--- config.mk ---
export PLATFORM = sky130hd
export DESIGN_NAME = pic_irq_sequencer
export DESIGN_NICKNAME = d
export VERILOG_FILES = /design/src/rtl/pic_irq_sequencer.sv
export SDC_FILE = /design/constraint.sdc
export NUM_CORES = 1
export LEC_CHECK = 0
export ABC_AREA = 0
export CAP_MARGIN = 30
export CORE_ASPECT_RATIO = 0.5
export CORE_MARGIN = 2
export CORE_UTILIZATION = 30
export CTS_BUF_LIST = sky130_fd_sc_hd__clkbuf_8
export DETAILED_ROUTE_END_ITERATION = 10
export SETUP_SLACK_MARGIN = 0.2
export SLEW_MARGIN = 25
export SYNTH_ARGS = -nofsm -noshare
export SYNTH_HDL_FRONTEND = slang
export SYNTH_SLANG_ARGS = --single-unit
--- constraint.sdc ---
create_clock -name clk -period 5.8 [get_ports clk]
set_clock_uncertainty 0.05 [all_clocks]
set_input_delay 1.16 -clock clk [delete_from_list [all_inputs] [get_ports clk]]
set_output_delay 1.16 -clock clk [all_outputs]
set_load 0.005 [all_outputs]
--- src/rtl/pic_irq_sequencer.sv ---
`default_nettype none
// ============================================================================
// Module   : pic_irq_sequencer
// Brief    : 8259-style priority resolver, INTA handshake, ISR and rotation.
// Revision : 1.0
// ============================================================================
module pic_irq_sequencer #(
  parameter int NUM_IR      = 8,
  parameter int SPURIOUS_IR = 7
) (
  input  logic              clk,
  input  logic              rst,
  input  logic [NUM_IR-1:0] irr_i,
  input  logic [NUM_IR-1:0] imr_i,
  input  logic              inta_stb_i,
  input  logic              eoi_stb_i,
  input  logic [2:0]        eoi_cmd_i,
  input  logic [2:0]        eoi_lvl_i,
  input  logic              aeoi_i,
  input  logic [4:0]        vec_base_i,
  output logic              int_out_o,
  output logic [NUM_IR-1:0] irr_clr_o,
  output logic [NUM_IR-1:0] isr_o,
  output logic [7:0]        vec_out_o,
  output logic              vec_oe_o
);

  typedef enum logic [1:0] {
    ST_IDLE = 2'd0,
    ST_REQ  = 2'd1,
    ST_ACK1 = 2'd2,
    ST_ACK2 = 2'd3
  } state_t;

  localparam logic [2:0] C_CMD_NSEOI = 3'b001;
  localparam logic [2:0] C_CMD_SEOI  = 3'b011;
  localparam logic [2:0] C_CMD_RNS   = 3'b101;
  localparam logic [2:0] C_CMD_RSP   = 3'b111;
  localparam logic [2:0] C_CMD_SETP  = 3'b110;

  state_t            state_q;
  logic [2:0]        low_pri_q, low_pri_d;
  logic [NUM_IR-1:0] isr_q, isr_d;
  logic [NUM_IR-1:0] irr_clr_q;
  logic [2:0]        lvl_q;
  logic              spur_q;
  logic              int_q;
  logic [7:0]        vec_q;
  logic              vec_oe_q;

  logic [3:0]        w_cand;
  logic [3:0]        w_blk;
  logic              w_valid;

  // Returns {found, index} of the highest-priority set bit; scanning from
  // lowest to highest priority lets the last hit win.
  function automatic logic [3:0] pick_hi(input logic [7:0] v, input logic [2:0] lp);
    logic [3:0] r;
    logic [2:0] idx;
    r = 4'd0;
    for (int k = 8; k >= 1; k--) begin
      idx = lp + 3'(k);
      if (v[idx]) r = {1'b1, idx};
    end
    return r;
  endfunction

  // 0 = highest priority, 7 = lowest (the low_pri level itself)
  function automatic logic [2:0] rank(input logic [2:0] idx, input logic [2:0] lp);
    return idx - lp - 3'd1;
  endfunction

  always_comb begin
    w_cand  = pick_hi(irr_i & ~imr_i, low_pri_q);
    w_blk   = pick_hi(isr_q, low_pri_q);
    w_valid = w_cand[3] &&
              ((isr_q == '0) || (rank(w_cand[2:0], low_pri_q) < rank(w_blk[2:0], low_pri_q)));
  end

  // EOI clear is applied before the INTA #1 set; candidate uses pre-EOI isr.
  always_comb begin
    isr_d     = isr_q;
    low_pri_d = low_pri_q;
    if (eoi_stb_i) begin
      case (eoi_cmd_i)
        C_CMD_NSEOI: if (w_blk[3]) isr_d[w_blk[2:0]] = 1'b0;
        C_CMD_SEOI:  isr_d[eoi_lvl_i] = 1'b0;
        C_CMD_RNS: begin
          if (w_blk[3]) begin
            isr_d[w_blk[2:0]] = 1'b0;
            low_pri_d         = w_blk[2:0];
          end
        end
        C_CMD_RSP: begin
          if (isr_q != '0) begin
            isr_d[eoi_lvl_i] = 1'b0;
            low_pri_d        = eoi_lvl_i;
          end
        end
        C_CMD_SETP: low_pri_d = eoi_lvl_i;
        default: ;
      endcase
    end
    if ((state_q == ST_REQ) && inta_stb_i && w_valid) isr_d[w_cand[2:0]] = 1'b1;
    if ((state_q == ST_ACK2) && aeoi_i && !spur_q) isr_d[lvl_q] = 1'b0;
  end

  always_ff @(posedge clk) begin
    if (rst) begin
      state_q   <= ST_IDLE;
      low_pri_q <= 3'd7;
      isr_q     <= '0;
      irr_clr_q <= '0;
      lvl_q     <= 3'd0;
      spur_q    <= 1'b0;
      int_q     <= 1'b0;
      vec_q     <= 8'd0;
      vec_oe_q  <= 1'b0;
    end else begin
      isr_q     <= isr_d;
      low_pri_q <= low_pri_d;
      irr_clr_q <= '0;
      vec_oe_q  <= 1'b0;
      case (state_q)
        ST_IDLE: begin
          if (w_valid) begin
            int_q   <= 1'b1;
            state_q <= ST_REQ;
          end
        end
        ST_REQ: begin
          if (inta_stb_i) begin
            int_q   <= 1'b0;
            state_q <= ST_ACK1;
            if (w_valid) begin
              lvl_q                  <= w_cand[2:0];
              spur_q                 <= 1'b0;
              irr_clr_q[w_cand[2:0]] <= 1'b1;
            end else begin
              lvl_q  <= 3'(SPURIOUS_IR);
              spur_q <= 1'b1;
            end
          end else if (!w_valid) begin
            int_q   <= 1'b0;
            state_q <= ST_IDLE;
          end
        end
        ST_ACK1: begin
          int_q <= 1'b0;
          if (inta_stb_i) begin
            vec_q    <= {vec_base_i, lvl_q};
            vec_oe_q <= 1'b1;
            state_q  <= ST_ACK2;
          end
        end
        ST_ACK2: begin
          state_q <= ST_IDLE;
        end
        default: state_q <= ST_IDLE;
      endcase
    end
  end

  assign int_out_o = int_q;
  assign irr_clr_o = irr_clr_q;
  assign isr_o     = isr_q;
  assign vec_out_o = vec_q;
  assign vec_oe_o  = vec_oe_q;

endmodule
`default_nettype wire
==> results of run 1 <==
[layer usage]
layer	GRT usage [%]	vias to the layer above
met4	4.39	0
met5	0	-
li1	-	1844
met2	25.9	135
met3	2.48	19
met1	24.6	1875
[cell usage in the layout (no fill, tap or decap), types with 3 or more instances in the layout]
| cell | synthesis | layout |
|---|---|---|
| clkdlybuf4s50_1 | 0 | 57 |
| nand2_1 | 48 | 48 |
| dfxtp_1 | 35 | 35 |
| nor2_1 | 27 | 27 |
| a21oi_1 | 26 | 26 |
| mux4_2 | 25 | 25 |
| nand2b_1 | 19 | 19 |
| buf_4 | 1 | 18 |
| nand3_1 | 16 | 16 |
| mux2i_1 | 15 | 12 |
| o21ai_0 | 12 | 12 |
| inv_1 | 10 | 10 |
| nor2b_1 | 12 | 10 |
| ha_1 | 11 | 10 |
| nor3_1 | 9 | 9 |
| mux2_2 | 8 | 8 |
| nor4_1 | 8 | 8 |
| nand3b_1 | 8 | 8 |
| a31oi_1 | 8 | 8 |
| o211ai_1 | 7 | 7 |
| o22ai_1 | 8 | 7 |
| a211oi_1 | 6 | 6 |
| clkbuf_8 | 0 | 6 |
| mux2_1 | 5 | 5 |
| a21o_1 | 5 | 5 |
| o21a_1 | 5 | 5 |
| xor2_1 | 4 | 4 |
| xnor2_1 | 6 | 4 |
| nand4_1 | 4 | 4 |
| inv_2 | 4 | 4 |
| and2_1 | 4 | 4 |
| or3_1 | 5 | 4 |
| or4_1 | 4 | 4 |
| nor3b_1 | 4 | 4 |
| o21ai_1 | 3 | 3 |
| o31ai_1 | 3 | 3 |
| a31o_2 | 3 | 3 |
[power by group through the flow]
stage	Clock [uW]	Combinational (uW)	Sequential, uW
after floorplan	0	494	290
after global placement	0	691	305
after detailed placement	0	691	305
after CTS	200	695	300
after global routing	214	797	306
final	197	721	301
[worst register-to-register path, stage by stage, from the launching register on]
cell and delay [ps]:
dfxtp_1 340, buf_4 330, ha_1 450, xor2_1 460
mux2_2 430, a211oi_1 200, nor2_1 90, o311ai_2 350
inv_2 110, ha_1 220, fa_1 400, xor2_1 160
xnor2_1 170, ha_1 280, a21oi_1 50, nor2_1 210
a21o_1 120, mux2_2 370, or3_1 310, a21oi_1 120
[kinds of logic after synthesis]
| logic type | Yosys count |
|---|---|
| and+or+nand+nor | 180 |
| adders and majority gates | 13 |
| DFF | 35 |
| xor gates and xnor gates | 10 |
| muxes | 53 |
| buffers and inverters | 43 |
| AOI/OAI and AO/OA | 120 |
[worst max-delay path by stage]
stage	depth (start not counted)	end	start	slack, ps
finish	19	int_out_o	imr_i[4]	450
global route	19	isr_o[5]	irr_i[3]	190
CTS	19	isr_o[4]	irr_i[3]	250
detailed placement	19	isr_o[4]	irr_i[3]	-40
global placement	19	isr_o[4]	irr_i[3]	40
floorplan	21	isr_o[4]	low_pri_q[1]	420
[through the flow]
step                utilization, %  setup TNS (ps)  cell area (um^2)  power, uW
finish                        38.2               0              4800       1220
detailed placement            36.8           -41.3              4630        996
global placement              36.8               0              4630        995
global route                  38.2               0              4800       1320
floorplan                        -               0              3830        785
CTS                           37.6               0              4720       1190
[flip-flops by register name (all words and copies together) (netlist names), named ones only]
signal	cells
low_pri_q	3
irr_clr_o	8
lvl_q	3
vec_out_o	8
int_out_o	1
spur_q	1
vec_oe_o	1
state_q	1
isr_o	8
[cell type report]
cell class,instances,area [um^2]
fill,1270,7760
multi-input combinational,376,3010
timing repair buffer,75,706
sequential,35,701
tap,170,213
clock buffer,6,82.6
inverter,17,66.3
clock inverter,2,16.3
==> flow_summary.yaml, run 1 <==
cts:
  clockBufferDepth: 2
  clk_pin_slew_ps: 80
  cts.htree.levels: 2
  cts_tree: "done"
  numCtsBuffers: 5
  insertion_delay_ps: 290
  cts_resized: 0
  clk_root_buffer_cell: "clkbuf_8"
  cts_setup_buffers: 0
  cts.sinks: 35
  hold_buffers: 0
synth:
  yosysUniqueCellTypes: 75
  synth_common_cells: "nand2_1, dfxtp_1, nor2_1, a21oi_1, mux4_2"
  synth-xor-area-share_pct: 2.29
  synth_fp_nets: 499
  ys_warn_count: 0
  synth_top_family_by_area: "simple AND/OR/NAND/NOR gates"
  ys_ff_latch: 35
  synth-seq-area-share_pct: 18.3
  yosysMostFrequentCell: "nand2_1"
  synthArstFlopShare_pct: 0
  synth-edff-count: 0
  synth.top_cell.area_share_pct: 18.3
  netlist_instances: 454
  syn_avg_cell_area_um2: 8.44
  syn_area_um2: 3830
  synth_top_area_cell: "dfxtp_1"
  synthAdderAreaFrac_pct: 4.64
  synthMuxAreaShare_pct: 22.4
  synth_compound_area_share_pct: 22.6
  yosys-top-cells-area: "dfxtp_1, mux4_2, nand2_1"
  synthSimpleGateAreaFrac_pct: 24.8
  ys.flop_type: "dfxtp_1"
setup_path:
  path_max_fanout: 6
  max_stage_delay_ps: 570
  end_kind: "flop"
  r2r_end: "int_out_o"
  path_class: "in -> reg"
  crit_slowest_cell: "mux4_2"
  cp.arrival_ps: 5530
  regToRegStartpoint: "low_pri_q[1]"
  cpLargestDelayFamily: "multiplexers"
  required_ps: 5980
  crit_chain: "clkdlybuf4s50_1, nand2b_1, mux4_2, mux2i_1, o211ai_1, a41o_1, nor2_1, inv_2, ha_1, fa_2, xnor2_2, xnor2_1, ha_1, a21oi_1, nor2_1, a21o_1, mux2_2, or3_1, a21oi_1"
  crit_buf_inv: 2
  start_kind: "input pin"
  r2r_cells: 19
  rrSetupSlack_ps: 520
timing:
  final_max_slew_viol_count: 0
  period_share_pct: 92.2
  rsz0062_at_grt: "false"
  max_slew.worst_pin.slew_ps: 658
  hold_viol: 0
  timing.hold.ws_ps: 405
  max_freq_ghz: 0.187
  fin_ws_ps: 451
  min_period_ps: 5350
  maxSlewHeadroom_pct: 55.9
  setup_viol: 0
pwr:
  ir_drop_v: 0.0000910
  p_sw_share_pct: 43.1
  powerDensity_nw_per_um2: 254
  comb_power_share_pct: 59.1
  pwr-share-clk_pct: 16.1
  switching_power_uw: 525
  p_leak_uw: 0.00171
  p_int_uw: 694
  seq_power_share_pct: 24.7
route:
  ant_nets: 0
  highest_layer: "met4"
  route.met3.wl_um: 596
  wl_met1_um: 5640
  vias: 3873
  met2_length_um: 5110
  remaining_drc_errors: 0
  drt-pass1-iter-count: 5
  via_per_inst: 5.69
  wl_um: 11500
  wire_per_inst_um: 16.9
  drtIter0Drc: 398
placed_design:
  place.detailed.hpwl_um: 8310
  place_ws_ps: -41.3
  io_buffers: 57
  placedCellCount: 673
  gp_congestion: 0.859
hold_path:
  hp-start: "vec_out_o[5]"
  hold_path.class: "reg -> reg"
  holdPathEnd: "vec_out_o[5]"
  hold_depth: 2
global_route:
  overflow: 0
  grt_pass1_vias: 3686
  antenna_found_initial: 0
  track_usage_pct: 16.9
  grt_max_degree: 31
  grt_pass1_wl_um: 18800
cells_and_area:
  area_growth_pct: 25.2
  diodes: 0
  drive_above_1_share_pct: 16.8
  fin_nets: 555
  stdcell_count: 681
die:
  dieArea_um2: 13700
  die_x_um: 164
  io_pins: 58
  die_y_um: 83.9
  initial_core_util_pct: 30.5
  rows: 29
  core_area_um2: 12600
job:
  maxCapViolations: 0
status:
  outcome: "completed"
Note: power is estimated with default switching activity, not from simulation.
==> run 2: changes to the inputs <==
ABC_AREA = default   (was 0)
CAP_MARGIN = 10   (was 30)
RECOVER_POWER = 25   (was default)
==> run 2 against run 1 <==
Effect of this change:
- global-route usage did not move
- hold slack worse by 2.9 ps
- non-clock buffer count unchanged
- sequential share of layout area is the same
- wire length is 0.16% lower
- highest routed layer unchanged
- clock power about the same
- combinational power is essentially flat
- count of clock-buffer cells in the layout stayed put
- critical endpoint unchanged
- sequential power is essentially flat
==> flow_summary.yaml, run 2 (synthesized netlist as in run 1, its figures left out) <==
status:
  outcome: "completed"
route:
  remaining_drc_errors: 0
  drtIter0Drc: 398
  via_per_inst: 5.69
  vias: 3872
  drt-pass1-iter-count: 5
  wire_per_inst_um: 16.9
  ant_nets: 0
  wl_um: 11500
timing:
  max_freq_ghz: 0.187
  rsz0062_at_grt: "false"
  min_period_ps: 5350
  period_share_pct: 92.2
  tns_ps: 0
  final_max_slew_viol_count: 0
  setup_viol: 0
  max_slew.worst_pin.slew_ps: 658
  hold_viol: 0
  maxSlewHeadroom_pct: 55.9
placed_design:
  placed_area_um2: 4630
  io_buffers: 57
  place.detailed.hpwl_um: 8310
  gp_congestion: 0.859
  placedCellCount: 673
setup_path:
  cpLargestDelayFamily: "multiplexers"
  path_class: "in -> reg"
  end_kind: "flop"
  required_ps: 5980
  crit_buf_inv: 2
  path_max_fanout: 6
  crit_slowest_cell: "mux4_2"
  start_kind: "input pin"
  cp.arrival_ps: 5530
  max_stage_delay_ps: 570
  crit_chain: "clkdlybuf4s50_1, nand2b_1, mux4_2, mux2i_1, o211ai_1, a41o_1, nor2_1, inv_2, ha_1, fa_2, xnor2_2, xnor2_1, ha_1, a21oi_1, nor2_1, a21o_1, mux2_2, or3_1, a21oi_1"
pwr:
  switching_power_uw: 524
  p_sw_share_pct: 43.1
  pwr-share-clk_pct: 16.2
  p_int_uw: 691
  p_leak_uw: 0.00176
  powerDensity_nw_per_um2: 253
  seq_power_share_pct: 24.7
  ir_drop_v: 0.0000905
  comb_power_share_pct: 59.1
cells_and_area:
  fin_util_pct: 38.2
  drive_above_1_share_pct: 16.8
  fin_nets: 555
  area_growth_pct: 25.2
  diodes: 0
  stdcell_count: 681
  final_cell_mix: "nand2_1, clkdlybuf4s50_1, dfxtp_1"
  mostFrequentLayoutCell: "nand2_1"
  postLayoutCellArea_um2: 4800
cts:
  clockBufferDepth: 2
  cts.sinks: 35
  cts_setup_buffers: 0
  cts.htree.levels: 2
  hold_buffers: 0
  cts_tree: "done"
  insertion_delay_ps: 290
  clk_pin_slew_ps: 80
  numCtsBuffers: 5
  clk_root_buffer_cell: "clkbuf_8"
global_route:
  grt_use_met2_pct: 25.9
  met3_usage_pct: 2.48
  grtUsageMet1_pct: 24.6
  overflow: 0
  antenna_found_initial: 0
  grt_busiest_layer: "met2"
  grt_pass1_vias: 3686
  track_usage_pct: 16.9
  grt_max_degree: 31
  grt_pass1_wl_um: 18800
die:
  dieArea_um2: 13700
  initial_core_util_pct: 30.5
  die_y_um: 83.9
  die_x_um: 164
  rows: 29
  io_pins: 58
  core_area_um2: 12600
job:
  maxCapViolations: 0
hold_path:
  hold_path.class: "reg -> reg"
-- run 2: worst reg2reg max path: cells and delay by family, from the launching register on --
family | cells | cell delay (ps)
adder cells (fa/ha/maj) | 4 | 1350
buffers and inverters | 2 | 440
flip-flops | 1 | 340
AND/OR/NAND/NOR | 3 | 610
XOR/XNOR | 3 | 790
AO/OA/AOI/OAI | 5 | 840
multiplexers | 2 | 800
-- run 2: what timing repair did --
action                                 CTS  global route
endpoints found under the hold margin    0             0
setup endpoints to repair                0            16
resized for setup                        0            14
-- run 2: path summary, 6_finish.rpt --
path	from	endpoint	slack (ps)	cells after the start
setup / recovery	imr_i[4]	int_out_o	450	19
hold / removal	vec_out_o[5]	vec_out_o[5]	400	2
setup reg to reg	low_pri_q[1]	int_out_o	520	19
hold reg to reg	vec_out_o[5]	vec_out_o[5]	400	2
-- run 2: layout make-up --
class                           instances  area [um^2]
Clock buffer                            6         82.6
Clock inverter                          2         16.3
Fill cell                            1270         7760
Inverter                               17         66.3
Multi-Input combinational cell        376         3010
Sequential cell                        35          701
Tap cell                              170          213
Timing Repair Buffer                   75          706
-- run 2: routing by layer --
metal	vias up	wire length, um	part of all wire [%]
met5	-	0	0
met4	0	153	1.3
met3	19	623	5.4
met2	136	5100	44
met1	1874	5600	49
li1	1843	-	-
-- run 2: power groups by stage --
stage / registers [uW] / clock network (uW) / logic (uW)
global route: 306 / 214 / 795
detailed placement: 305 / 0 / 691
floorplan: 290 / 0 / 494
global placement: 305 / 0 / 691
CTS: 300 / 200 / 695
finish: 301 / 197 / 718
-- run 2: stage by stage --
stage	hold WS (ps)	total power, uW	setup WS, ps
after floorplan	403	785	417
after global placement	392	995	42.0
after detailed placement	398	996	-41.3
after CTS	409	1190	252
after global routing	421	1310	191
final	402	1220	451
